===== src/rtl/y86_memstore.sv =====
// rtl/y86_memstore.sv - 32-bit little-endian store into a 256 x 64-bit big-endian-byte RAM
// Optional macro Y86_MEMSTORE_ERR_EN rejects stores with addr[31:11] != 0.
module y86_memstore (
  input  logic        clk,
  input  logic        reset,
  input  logic        req,
  input  logic [31:0] addr,
  input  logic [31:0] wdata,
  output logic        busy,
  output logic        done,
  output logic        err,
  output logic [7:0]  ram_addr,
  input  logic [63:0] ram_rdata,
  output logic [63:0] ram_wdata,
  output logic        ram_we
);

  typedef enum logic [2:0] {IDLE, RD0, WR0, RD1, WR1, DONE} state_t;

  state_t      state, state_d;
  logic [10:0] addr_q;
  logic [31:0] wdata_q;
  logic [7:0]  w0, w1;
  logic [2:0]  off;
  logic        accept;
  logic        addr_bad;

  assign w0     = addr_q[10:3];
  assign w1     = w0 + 8'd1;
  assign off    = addr_q[2:0];
  assign accept = (state == IDLE) && req;
  assign busy   = (state != IDLE);
  assign done   = (state == DONE);

`ifdef Y86_MEMSTORE_ERR_EN
  logic err_q;

  assign addr_bad = |addr[31:11];
  assign err      = done && err_q;

  always_ff @(posedge clk) begin
    if (reset) begin
      err_q <= 1'b0;
    end else if (accept) begin
      err_q <= addr_bad;
    end
  end
`else
  logic unused_hi;

  assign unused_hi = ^addr[31:11];
  assign addr_bad  = 1'b0;
  assign err       = 1'b0;
`endif

  // Byte k of a RAM word sits at [63-8k -: 8]; wdata byte i goes to memory byte addr+i.
  // The second pass places the tail bytes (8-off)..3 at bytes 0.. of the next word.
  function automatic logic [63:0] merge_word(input logic [63:0] old_word,
                                             input logic [31:0] data,
                                             input logic [2:0]  o,
                                             input logic        second);
    logic [63:0] w;
    int          src;
    w = old_word;
    for (int k = 0; k < 8; k++) begin
      src = second ? (k + 8 - int'(o)) : (k - int'(o));
      if (src >= 0 && src < 4) begin
        w[63-8*k -: 8] = data[8*src +: 8];
      end
    end
    return w;
  endfunction

  always_ff @(posedge clk) begin
    if (reset) begin
      state   <= IDLE;
      addr_q  <= '0;
      wdata_q <= '0;
    end else begin
      state <= state_d;
      if (accept) begin
        addr_q  <= addr[10:0];
        wdata_q <= wdata;
      end
    end
  end

  always_comb begin
    state_d   = state;
    ram_addr  = 8'd0;
    ram_we    = 1'b0;
    ram_wdata = 64'd0;
    case (state)
      IDLE: if (req) state_d = addr_bad ? DONE : RD0;
      RD0: begin
        ram_addr = w0;
        state_d  = WR0;
      end
      WR0: begin
        ram_addr  = w0;
        ram_we    = 1'b1;
        ram_wdata = merge_word(ram_rdata, wdata_q, off, 1'b0);
        state_d   = (off > 3'd4) ? RD1 : DONE;
      end
      RD1: begin
        ram_addr = w1;
        state_d  = WR1;
      end
      WR1: begin
        ram_addr  = w1;
        ram_we    = 1'b1;
        ram_wdata = merge_word(ram_rdata, wdata_q, off, 1'b1);
        state_d   = DONE;
      end
      DONE:    state_d = IDLE;
      default: state_d = IDLE;
    endcase
  end

endmodule


===== config.mk =====
export PLATFORM = sky130hd
export DESIGN_NAME = y86_memstore
export DESIGN_NICKNAME = d
export VERILOG_FILES = /design/src/rtl/y86_memstore.sv
export SDC_FILE = /design/constraint.sdc
export NUM_CORES = 1
export LEC_CHECK = 0
export ABC_AREA = 1
export CORE_MARGIN = 1
export CORE_UTILIZATION = 39
export CTS_CLUSTER_DIAMETER = 120
export CTS_CLUSTER_SIZE = 8
export DETAILED_ROUTE_END_ITERATION = 6
export GPL_TIMING_DRIVEN = 1
export PLACE_DENSITY_LB_ADDON = 0.12
export SETUP_SLACK_MARGIN = 0.1
export SLEW_MARGIN = 20
export SYNTH_ARGS = -nofsm -noshare
export SYNTH_HDL_FRONTEND = slang
export SYNTH_SLANG_ARGS = --single-unit

===== constraint.sdc =====
create_clock -name clk -period 5.7 [get_ports clk]
set_input_delay 1.425 -clock clk [delete_from_list [all_inputs] [get_ports clk]]
set_output_delay 1.425 -clock clk [all_outputs]
set_load 0.05 [all_outputs]

==> results of run 1 <==
==> placed cells by master, fill, tap and decap left out, drive strengths merged <==
master	netlist	layout
a22oi	1	1
bufinv	0	1
a211oi	18	18
conb	1	1
clkbuf	26	5
dfxtp	46	46
nand2	422	422
buf	39	75
or2	1	1
o22ai	3	3
nor2	81	81
inv	84	85
nand3b	1	1
o211ai	18	18
ha	12	12
clkinv	1	2
nand3	130	130
clkdlybuf4s50	0	120
a21oi	71	71
o21ai	83	83
nand4	26	26
nor3	2	2
==> worst max-delay path, delay by kind of cell (launching register included) <==
family	cells	cell delay [ns]
buf+inv	2	1.04
flops	1	0.59
compound gates	1	0.10
simple gates	4	0.81
fa+ha+maj	1	0.57
==> cell families (layout without fill, tap and decap cells) <==
family / Yosys count / in the layout / synth area share (%)
AO/OA/AOI/OAI: 194 / 194 / 19.2
flip-flops: 46 / 46 / 16.4
other: 1 / 1 / 0.0667
AND/OR/NAND/NOR: 663 / 663 / 49.8
adder cells (fa/ha/maj): 12 / 12 / 2.67
buffers and inverters: 150 / 288 / 11.8
==> power breakdown <==
part	internal [mW]	switching (mW)
combinational	0.485	1.00
sequential	0.364	0.0575
clock	0.208	0.126
==> how the worst max path moves through the flow <==
stage               endpoint  depth (start not counted)
6_report       ram_wdata[51]                          8
5_1_grt        ram_wdata[50]                          8
4_1_cts        ram_wdata[50]                          8
3_5_place_dp   ram_wdata[50]                          6
3_3_place_gp   ram_wdata[50]                          6
2_1_floorplan  ram_wdata[62]                         14
==> cell type report <==
cell class,count,area (µm²)
tap,180,225
multi-input combinational,870,4040
timing repair buffer,195,2040
fill,1485,6270
clock buffer,5,125
inverter,85,322
sequential,46,921
clock inverter,3,43.8
==> per-stage QoR <==
stage          power (mW)  instances  setup slack [ns]
6_report             2.24       1384             0.888
5_1_grt              2.40       1384             0.657
4_1_cts              2.23       1384             0.909
3_5_place_dp         1.90       1376              1.21
3_3_place_gp         1.89       1376              1.22
2_1_floorplan        1.43       1066              1.83
==> sequential cells by signal (all words and copies together), names as in the netlist <==
| register | cells |
|---|---|
| addr_q | 11 |
| wdata_q | 32 |
| state | 3 |
==> per-layer routing <==
layer / share of wire [%] / up-vias
met5: 0 / -
met4: 2.6 / 0
met3: 7.6 / 38
met2: 43 / 315
met1: 46 / 3383
li1: - / 3776
==> flow_summary.yaml, run 1 <==
clocking:
  postCtsSetupBuffers: 0
  clkSinkCount: 46
  cts_tree: "yes"
  h-tree-depth: 2
  clk-insertion-delay-late_ns: 0.29
  root_buffer: "clkbuf_16"
  cts_resized: 0
  clockBufferDepth: 2
  ctsHoldBuffers: 0
  numCtsBuffers: 5
  clkTransAtPathRegs_ns: 0.07
sta:
  relSlewSlack_pct: 36.1
  tns_ns: 0
  rsz0062_at_grt: "false"
  period_needed_ns: 4.81
  slew_viol_final: 0
  setup_viol: 0
  max_freq_mhz: 208
  hold_viol: 0
  whs_ns: 0.485
  finalClockSkew_ns: 0.00427
  timing.final.crit_share_pct: 84.4
  worst_pin_slew_ns: 0.955
logic_synthesis:
  synth_nets: 1209
  netlist_area_mm2: 0.00562
  async_reset_ff_share_pct: 0
  yosysUniqueCellTypes: 35
  synth_area_leaders: "nand2_1 (28%), dfxtp_1 (16%), nand3_1 (11%), a21oi_1 (6.3%), o21ai_0 (6.0%)"
  synth.most_common_cell: "nand2_1"
  ys.flop_type: "dfxtp_1"
  synthTopCellsByCount: "nand2_1 (413), nand3_1 (129), nor2_1 (79)"
  synth_top_area_share_pct: 27.6
  avgSynthCellArea_um2: 5.28
  synth.largest_area_cell: "nand2_1"
  ys_seq_elements: 46
  synth_edf_count: 0
  yosysSeqAreaShare_pct: 16.4
  netlist_instances: 1066
  ys_warn_count: 0
power:
  leakage_nw: 3.60
  ir_drop_mv: 0.238
  powerDensity_mw_per_mm2: 291
floorplan:
  fp.dieW_um: 122
  die_area_mm2: 0.0149
  dieHeight_um: 122
  core-area_mm2: 0.0140
  rows: 43
  start_util_pct: 40.2
  io_pins: 207
hold_path:
  min_to: "wdata_q[11]"
  min_path_type: "flip-flop to flip-flop"
  hold_depth: 2
  min-delay-start: "wdata_q[11]"
grt:
  grt-busiest-layer: "met2"
  overflow: 0
  use_met1_pct: 40.9
  grt_pass1_wl_um: 33500
  antenna_found_initial: 0
  use_met3_pct: 3.51
  track_usage_pct: 28.5
  grt_start_max_net_pins: 62
  met2_usage_pct: 43.9
  grt_pass1_vias: 6417
placed_design:
  dp_hpwl_um: 16100
  postPlaceCellArea_mm2: 0.00754
  numPortBuffers: 184
  gp_congestion: 0.947
route:
  viasPerCell: 5.43
  drt-pass1-iter-count: 6
  drtIter0Drc: 722
  routed_wl_um: 21400
  post-route-drc-count: 0
  detail_route.wl_per_cell_um: 15.5
  ant_nets: 0
  num_vias: 7512
setup_path:
  start_kind: "flip-flop"
  required_ns: 4.28
  crit_path_start: "addr_q[2]"
  cp_data_arrival_time_ns: 3.39
  path_cells: "inv_2, ha_1, nor2_1, nand3_1, o21ai_0, nand2_1, nand2_1, clkdlybuf4s50_1"
  worstRegToRegCells: 4
  reg2reg_slack_ns: 3.31
  path_class: "flip-flop to output port"
  critPathCaptureType: "output port"
  r2r-end: "wdata_q[20]"
  cp_slowest_stage_delay_ns: 0.80
  r2r_start: "state[2]"
  crit_path_frequent_cell: "nand2_1"
  slowest_stage: "clkdlybuf4s50_1"
  cp_max_fo: 19
job:
  drv_cap: 0
cells_and_area:
  nNetsFinal: 1346
  area_growth_pct: 37.2
  drive_above_1_share_pct: 8.89
  design_area_mm2: 0.00771
  fin_util_pct: 55.1
  num_antenna_cells: 0
status:
  status: "complete, no violations"
(Power assumes the default switching activity.)
==> inputs of run 2 (changes only) <==
- clock period: 5.7 -> 4.85 ns (I/O delays scaled with it)
==> run 2 against run 1 <==
The flow now finishes with violations (DRC); worst hold slack improved by 0.0018 ns; via count increased by 0.53%; sequential cell count unchanged; clock skew about the same; combinational power increased by 27%; clock power increased by 6.3%; design area increased by 6.7%; largest power group unchanged.
==> flow_summary.yaml, run 2 (synthesis gave the netlist of run 1 again) <==
route:
  viasPerCell: 5.44
  routed_wl_um: 21900
  detail_route.wl_per_cell_um: 15.8
  post-route-drc-count: 6
  ant_nets: 0
  num_vias: 7552
  drtIter0Drc: 717
  drt-pass1-iter-count: 7
setup_path:
  cp_max_fo: 50
  start_kind: "flip-flop"
  required_ns: 3.64
  cp_data_arrival_time_ns: 2.94
  path_class: "flip-flop to output port"
  critPathCaptureType: "output port"
sta:
  hold_viol: 0
  period_needed_ns: 4.15
  setup_viol: 0
  slew_viol_final: 0
  rsz0062_at_grt: "false"
  worst_pin_slew_ns: 0.899
  tns_ns: 0
  finalClockSkew_ns: 0.00465
  whs_ns: 0.487
  setup_slack_ns: 0.698
  relSlewSlack_pct: 40.0
  max_freq_mhz: 241
  timing.final.crit_share_pct: 85.6
cells_and_area:
  drive_above_1_share_pct: 9.85
  final_cell_count_no_fill: 1388
  layout_commonest_cell: "nand2_1"
  num_antenna_cells: 0
  top_regs: "wdata_q x32, addr_q x11, state x3"
  largest-register: "wdata_q"
  largest_reg_flops: 32
  fin_util_pct: 58.8
  nNetsFinal: 1350
  layout_common_cells: "nand2_1 (413), nand3_1 (129), clkdlybuf4s50_1 (111), nor2_1 (79), inv_1 (76)"
  area_growth_pct: 46.3
  design_area_mm2: 0.00823
clocking:
  numCtsBuffers: 5
  root_buffer: "clkbuf_16"
  cts_tree: "yes"
  ctsHoldBuffers: 0
  postCtsSetupBuffers: 0
  clockBufferDepth: 2
  cts_resized: 0
  clk-insertion-delay-late_ns: 0.29
  h-tree-depth: 2
  clkSinkCount: 46
  clkTransAtPathRegs_ns: 0.07
status:
  status: "finished with violations"
  failed_checks: "DRC"
floorplan:
  io_pins: 207
  die_area_mm2: 0.0149
  start_util_pct: 40.2
  core-area_mm2: 0.0140
  rows: 43
  dieHeight_um: 122
  fp.dieW_um: 122
hold_path:
  min_path_type: "flip-flop to flip-flop"
placed_design:
  dpl.cell_count: 1380
  dp_hpwl_um: 16500
  postPlaceCellArea_mm2: 0.00808
  numPortBuffers: 184
  pre_cts_ws_ns: 1.12
  gp_congestion: 0.972
job:
  drv_cap: 0
power:
  ir_drop_mv: 0.257
  p_total_mw: 2.73
  powerDensity_mw_per_mm2: 332
  leakage_nw: 3.75
grt:
  grt_start_max_net_pins: 62
  grt_pass1_wl_um: 34600
  grt_pass1_vias: 6615
  track_usage_pct: 29.5
  overflow: 0
  antenna_found_initial: 0
-- run 2: cell types whose count changed in the layout (fill, tap and decap cells not counted), sizes merged --
cell / before / now
clkinv: 2 / 1
bufinv: 1 / 0
buf: 75 / 88
clkbuf: 5 / 7
clkdlybuf4s50: 120 / 111
-- run 2: worst max-delay path, cell delays in order (launching register included) --
cell and delay (ns):
dfxtp_1 0.33, inv_4 0.40, ha_1 0.33, inv_1 0.60, nand2_1 0.11, nand2_1 0.18, inv_1 0.07, nor2_1 0.22
nand2_1 0.08, nand2_1 0.08, nand2_1 0.09, buf_12 0.16
-- run 2: where the power goes --
group	switching, mW	internal (mW)
registers	0.0621	0.428
clock network	0.148	0.207
logic	1.21	0.677
total	1.42	1.31
-- run 2: layout make-up --
type                       count  area (µm²)
tap                          180         225
sequential                    46         921
timing repair buffer         199        2570
fill                        1421        5760
clock inverter                 1        8.76
inverter                      85         322
clock buffer                   7         143
multi-input combinational    870        4040
-- run 2: per-layer routing --
metal / track usage [%] / vias to the layer above / wire length, µm
met1: 41.2 / 3342 / 9810
met2: 45.2 / 397 / 9320
met5: 0 / - / 0
met4: 10.1 / 0 / 575
met3: 5.24 / 45 / 2220
li1: - / 3768 / -
-- run 2: worst paths after layout --
check	cells after the start	slack, ns	startpoint	to
hold / removal	2	0.49	wdata_q[14]	wdata_q[14]
setup / recovery	11	0.70	addr_q[0]	ram_wdata[41]
hold reg to reg	2	0.49	wdata_q[14]	wdata_q[14]
setup reg to reg	4	2.54	state[2]	addr_q[0]
==> RTL change 1, RTL diff (settings of run 2) <==
Add a define of `Y86_MEMSTORE_ERR_EN`.
--- a/src/rtl/y86_memstore.sv
+++ b/src/rtl/y86_memstore.sv
@@ -1,4 +1,6 @@
 // rtl/y86_memstore.sv - 32-bit little-endian store into a 256 x 64-bit big-endian-byte RAM
 // Optional macro Y86_MEMSTORE_ERR_EN rejects stores with addr[31:11] != 0.
+`define Y86_MEMSTORE_ERR_EN
+
 module y86_memstore (
   input  logic        clk,
Check against the original RTL: not equivalent (Yosys sat finds a counterexample within 4 cycles, from zero or initial values and one cycle with reset high).
==> RTL change 1 against run 2 <==
Final area up 0.76%; hold slack got worse by 0.0022 ns; wire length is 3.1% higher; fmax is essentially flat; synthesized area up 1.6%; setup slack lost 0.00089 ns; sequential cell count up 1; critical endpoint is now ram_wdata[19]; largest cell class unchanged.
Power is not compared: it rests on default switching activity, and its combinational part moved more than twofold at a synthesized area within 25%.
==> RTL change 1: results (changes against run 2) <==
status:
  outcome: "completed"
min_path:
  hold_end: "addr_q[4]"
  hp-class: "flop to flop"
  holdCritStartpoint: "addr_q[4]"
  hold_depth: 2  # unchanged
finish:
  reg.largest.list: "wdata_q x32, addr_q x11, state x3"
  drive_gt1_share_pct: 7.410  # -2.4 points
  nNetsFinal: 1425  # +5.6%
placed_design:
  placed_area_um2: 8148  # +0.87%
  place.gp.congestion: 1.001  # +3.0%
  place_ws_ns: 0.8525  # -0.2699 ns
  io_buffers: 206  # +12%
  place_hpwl_um: 17390  # +5.2%
global_route:
  grt_pass1_vias: 6924  # +4.7%
  grt_pass1_wl_um: 34930  # +1.0%
  gr-usage-all-layers_pct: 29.46  # -0.035 points
  grt_max_degree: 60  # -3.2%
timing:
  fmax_mhz: 240.8  # about the same
  worst_clock_skew_ns: 0.003767  # -0.0008847 ns
  worstMarginPinSlew_ns: 0.7526  # -0.1464 ns
critical_path:
  reg2reg_from: "state[0]"
  worstSetupEndpoint: "ram_wdata[19]"
  cpPeakStageDelay_ns: 0.70  # +0.10 ns
  slowest_stage: "clkdlybuf4s50_1"
  rr_worst_depth: 7  # +3
  r2r_setup_slack_ns: 2.74  # +0.20 ns
  crit_fanout: 13  # -74%
  critPathLaunch: "addr_q[2]"
  r2r-end: "wdata_q[24]"
detailed_routing:
  drtIter0Drc: 825  # +15%
  route.vias.total: 7825  # +3.6%
  dr.pass1.iters: 5  # -2
  drt-total-wl_um: 22600  # +3.1%
synth:
  yosys-top-cells-area: "nand2_1 28%, dfxtp_1 16%, nand3_1 10%, o21ai_0 8.8%, nor2_1 8.0%"
  synth_warnings: 0  # unchanged
  synth_nets: 1260  # +4.2%
  ys_top_cells_by_count: "428 x nand2_1, 121 x nor2_1, 115 x nand3_1"
  async_flop_share_pct: 0  # unchanged
  ys_seq_area_share_pct: 16.47  # +0.096 points
  synthDistinctLibCells: 28  # -20%
clocking:
  root_buffer: "clkbuf_16"
  cts_buffer_depth: 2  # unchanged
  clock_latency_ns: 0.29  # about the same
power_and_ir_drop:
  vdd_drop_max_uv: 312.6
-- RTL change 1: cell types whose count changed after synthesis, sizes merged, moves of 2 or more --
cell    before  now
nand3      130  115
nand4       26    1
buf         39   41
nand2      422  432
clkbuf      26   21
a21oi       71   77
o21ai       83  110
nor2        81  126
inv         84   92
o22ai        3   12
a211oi      18    0
o211ai      18   24
-- RTL change 1: cell type report --
type                            instances  area, um^2
Fill cell                            1427        5804
Clock buffer                            6       138.9
Tap cell                              180       225.2
Inverter                               93       349.1
Multi-Input combinational cell        915        4090
Timing Repair Buffer                  220        2542
Sequential cell                        47       940.9
Clock inverter                          1       5.005
-- RTL change 1: kinds of logic after synthesis --
kind of cell               Yosys count  synth area share [%]
and+or+nand+nor                    679                 47.83
AOI/OAI and AO/OA                  224                 21.09
adders and majority gates           12                 2.628
DFF                                 47                 16.47
buffers and inverters              155                 11.98
-- RTL change 1: stage by stage --
stage          hold WS, ns  std cells
3_5_place_dp        0.4720       1455
2_1_floorplan       0.4561       1117
3_3_place_gp        0.4699       1455
5_1_grt             0.5167       1462
6_report            0.4851       1462
4_1_cts             0.4837       1462
-- RTL change 1: per-layer routing --
metal	share of wire (%)	global-route usage (%)	vias to the layer above
met5	0	0	-
met4	3.1	10.39	0
met3	7.9	3.367	52
met2	46	48.07	366
met1	44	39.97	3480
li1	-	-	3927
-- RTL change 1: power by group --
group          internal (mW)  total [mW]  switching (mW)
combinational           1.42        4.21            2.79
clock                  0.201       0.345           0.143
sequential             0.499       0.630           0.131
total                   2.12        5.18            3.06
-- RTL change 1: critical path: cells and delay by family (launching register included) --
family,cells,cell delay (ns)
buf+inv,3,1.23
simple gates,4,0.55
fa+ha+maj,1,0.51
flops,1,0.35
==> RTL change 2, RTL diff (flow settings as in run 2) <==
Made on the original files. Add an input register stage for `req`, `wdata` and `ram_rdata`; this delays them by one clock. The other inputs are not delayed to match.
--- a/src/rtl/y86_memstore.sv
+++ b/src/rtl/y86_memstore.sv
@@ -18,4 +18,14 @@
   typedef enum logic [2:0] {IDLE, RD0, WR0, RD1, WR1, DONE} state_t;
 
+  logic req_q;
+  logic [31:0] wdata_r;
+  logic [63:0] ram_rdata_q;
+
+  always_ff @(posedge clk) begin
+    req_q       <= req;
+    wdata_r     <= wdata;
+    ram_rdata_q <= ram_rdata;
+  end
+
   state_t      state, state_d;
   logic [10:0] addr_q;
@@ -29,5 +39,5 @@
   assign w1     = w0 + 8'd1;
   assign off    = addr_q[2:0];
-  assign accept = (state == IDLE) && req;
+  assign accept = (state == IDLE) && req_q;
   assign busy   = (state != IDLE);
   assign done   = (state == DONE);
@@ -81,5 +91,5 @@
       if (accept) begin
         addr_q  <= addr[10:0];
-        wdata_q <= wdata;
+        wdata_q <= wdata_r;
       end
     end
@@ -92,5 +102,5 @@
     ram_wdata = 64'd0;
     case (state)
-      IDLE: if (req) state_d = addr_bad ? DONE : RD0;
+      IDLE: if (req_q) state_d = addr_bad ? DONE : RD0;
       RD0: begin
         ram_addr = w0;
@@ -100,5 +110,5 @@
         ram_addr  = w0;
         ram_we    = 1'b1;
-        ram_wdata = merge_word(ram_rdata, wdata_q, off, 1'b0);
+        ram_wdata = merge_word(ram_rdata_q, wdata_q, off, 1'b0);
         state_d   = (off > 3'd4) ? RD1 : DONE;
       end
@@ -110,5 +120,5 @@
         ram_addr  = w1;
         ram_we    = 1'b1;
-        ram_wdata = merge_word(ram_rdata, wdata_q, off, 1'b1);
+        ram_wdata = merge_word(ram_rdata_q, wdata_q, off, 1'b1);
         state_d   = DONE;
       end
Function: changed (Yosys sat finds a counterexample within 4 cycles, from zero or initial values and one cycle with reset high).
==> RTL change 2 against run 2 <==
The flow still finishes with violations (design-rule violations); final cell count is 11% higher; final area is 25% higher; wire length is 15% higher; core utilization is 2.0 points lower; non-clock buffer count is 6 higher; setup slack worse by 0.027 ns; register-to-register slack better by 0.28 ns; synthesized area is 30% higher; sequential cell count is 97 higher; combinational power is 3% lower; total power is 67% higher; highest routed layer unchanged.
==> RTL change 2: results (changes against run 2) <==
synth:
  ys_top_cells_by_count: "433 x nand2_1, 150 x nand3_1, 143 x dfxtp_1"
  syn-mean-instance-area_um2: 6.390  # +21%
  ys_seq_area_share_pct: 39.20  # +23 points
  synth_nets: 1286  # +6.4%
  synthDistinctLibCells: 28  # -20%
  synth_top_area_share_pct: 39.20  # +12 points
  yosys-top-cells-area: "dfxtp_1 39%, nand2_1 22%, nand3_1 10%, a21oi_1 5.1%, nor2_1 3.9%"
  synth_warnings: 0  # unchanged
clocking:
  post_cts_buffers: 0  # unchanged
  cts_max_level: 4  # +2
  cts.repair.resized: 0  # unchanged
  numCtsBuffers: 17  # +12
  clock_latency_ns: 0.43  # +0.14 ns
global_route:
  grt_max_degree: 58  # -6.5%
  grt_pass1_wl_um: 39180  # +13%
  antenna_found_initial: 0  # unchanged
  grt_pass1_vias: 7423  # +12%
  gr-usage-all-layers_pct: 26.33  # -3.2 points
status:
  outcome: "finished with violations"
  violations: "design-rule violations"
critical_path:
  reg2reg_from: "req_q"
  arrival_ns: 2.97  # +0.03 ns
  r2r_setup_slack_ns: 2.82  # +0.28 ns
  cpPeakStageDelay_ns: 0.86  # +0.26 ns
  crit_fanout: 8  # -84%
  slowest_stage: "clkdlybuf4s50_1"
  r2r-end: "addr_q[2]"
  rr_worst_depth: 4  # unchanged
placed_design:
  place.gp.congestion: 0.9032  # -7.1%
  dp_cells: 1515  # +9.8%
  placed_area_um2: 9687  # +20%
  place_ws_ns: 1.121  # -0.001070 ns
  place_hpwl_um: 18570  # +12%
timing:
  hold-worst-slack_ns: 0.4722  # -0.01507 ns
  worst_clock_skew_ns: 0.004979  # +0.0003269 ns
  worstMarginPinSlew_ns: 1.060  # +0.1613 ns
power_and_ir_drop:
  p_switching_mw: 1.876  # +32%
  leakage_nw: 4.650  # +24%
  vdd_drop_max_uv: 239.9  # -6.8%
detailed_routing:
  drtIter0Drc: 763  # +6.4%
  route.detailed.drc: 13  # +7
  wl_per_cell_um: 16.32  # +3.3%
  drt-total-wl_um: 25240  # +15%
  route.vias.total: 8122  # +7.5%
finish:
  nNetsFinal: 1448  # +7.3%
  fillerInstances: 1751  # +23%
  stdcell_area_um2: 10320  # +25%
  drive_gt1_share_pct: 8.649  # -1.2 points
  reg.largest.list: "ram_rdata_q x64, wdata_q x32, wdata_r x32"
  diodes: 0  # unchanged
  largest_reg_flops: 64  # +100%
min_path:
  holdCritStartpoint: "wdata_r[31]"
  hold_end: "wdata_q[31]"
## RTL change 2: per-layer routing
| metal | GRT usage, % | vias to the layer above | share of wire [%] |
|---|---|---|---|
| met5 | 0 | - | 0 |
| met4 | 9.883 | 0 | 2.7 |
| met3 | 6.388 | 50 | 8.2 |
| met2 | 41.87 | 350 | 46 |
| met1 | 34.47 | 3658 | 43 |
| li1 | - | 4064 | - |
## RTL change 2: worst max path at each step
| stage | start | to | slack [ns] | depth (start not counted) |
|---|---|---|---|---|
| global route | state[1] | ram_wdata[5] | 0.48 | 7 |
| floorplan | addr_q[1] | ram_wdata[17] | 0.84 | 9 |
| finish | state[1] | ram_wdata[5] | 0.67 | 7 |
| global placement | state[1] | ram_wdata[33] | 1.14 | 7 |
| detailed placement | state[1] | ram_wdata[38] | 1.12 | 7 |
| CTS | state[1] | ram_wdata[5] | 0.63 | 7 |
## RTL change 2: critical path, delay by kind of cell, from the launching register on
family | cells | cell delay, ns
AO/OA/AOI/OAI | 1 | 0.13
AND/OR/NAND/NOR | 4 | 1.04
buffers and inverters | 2 | 0.94
flip-flops | 1 | 0.42
## RTL change 2: final cells by class
class                      instances  share of cell area (%)
multi-input combinational        871                   38.10
sequential                       143                   27.74
timing repair buffer             205                   22.82
clock buffer                      18                   4.256
tap                              229                   2.777
inverter                          67                   2.437
clock inverter                    14                   1.867
## RTL change 2: power groups by stage
stage / Clock [mW] / Sequential (mW) / Combinational, mW
2_1_floorplan: 0 / 1.34 / 1.16
3_3_place_gp: 0 / 1.38 / 1.80
6_report: 1.39 / 1.35 / 1.83
4_1_cts: 1.42 / 1.35 / 1.82
5_1_grt: 1.47 / 1.36 / 1.97
3_5_place_dp: 0 / 1.38 / 1.81
## RTL change 2: kinds of logic after synthesis
| family | Yosys count | share of synthesized area [%] |
|---|---|---|
| AO/OA/AOI/OAI | 162 | 11.79 |
| adder cells (fa/ha/maj) | 12 | 2.056 |
| buffers and inverters | 129 | 7.041 |
| flip-flops | 143 | 39.20 |
| other | 1 | 0.05135 |
| AND/OR/NAND/NOR | 696 | 39.87 |
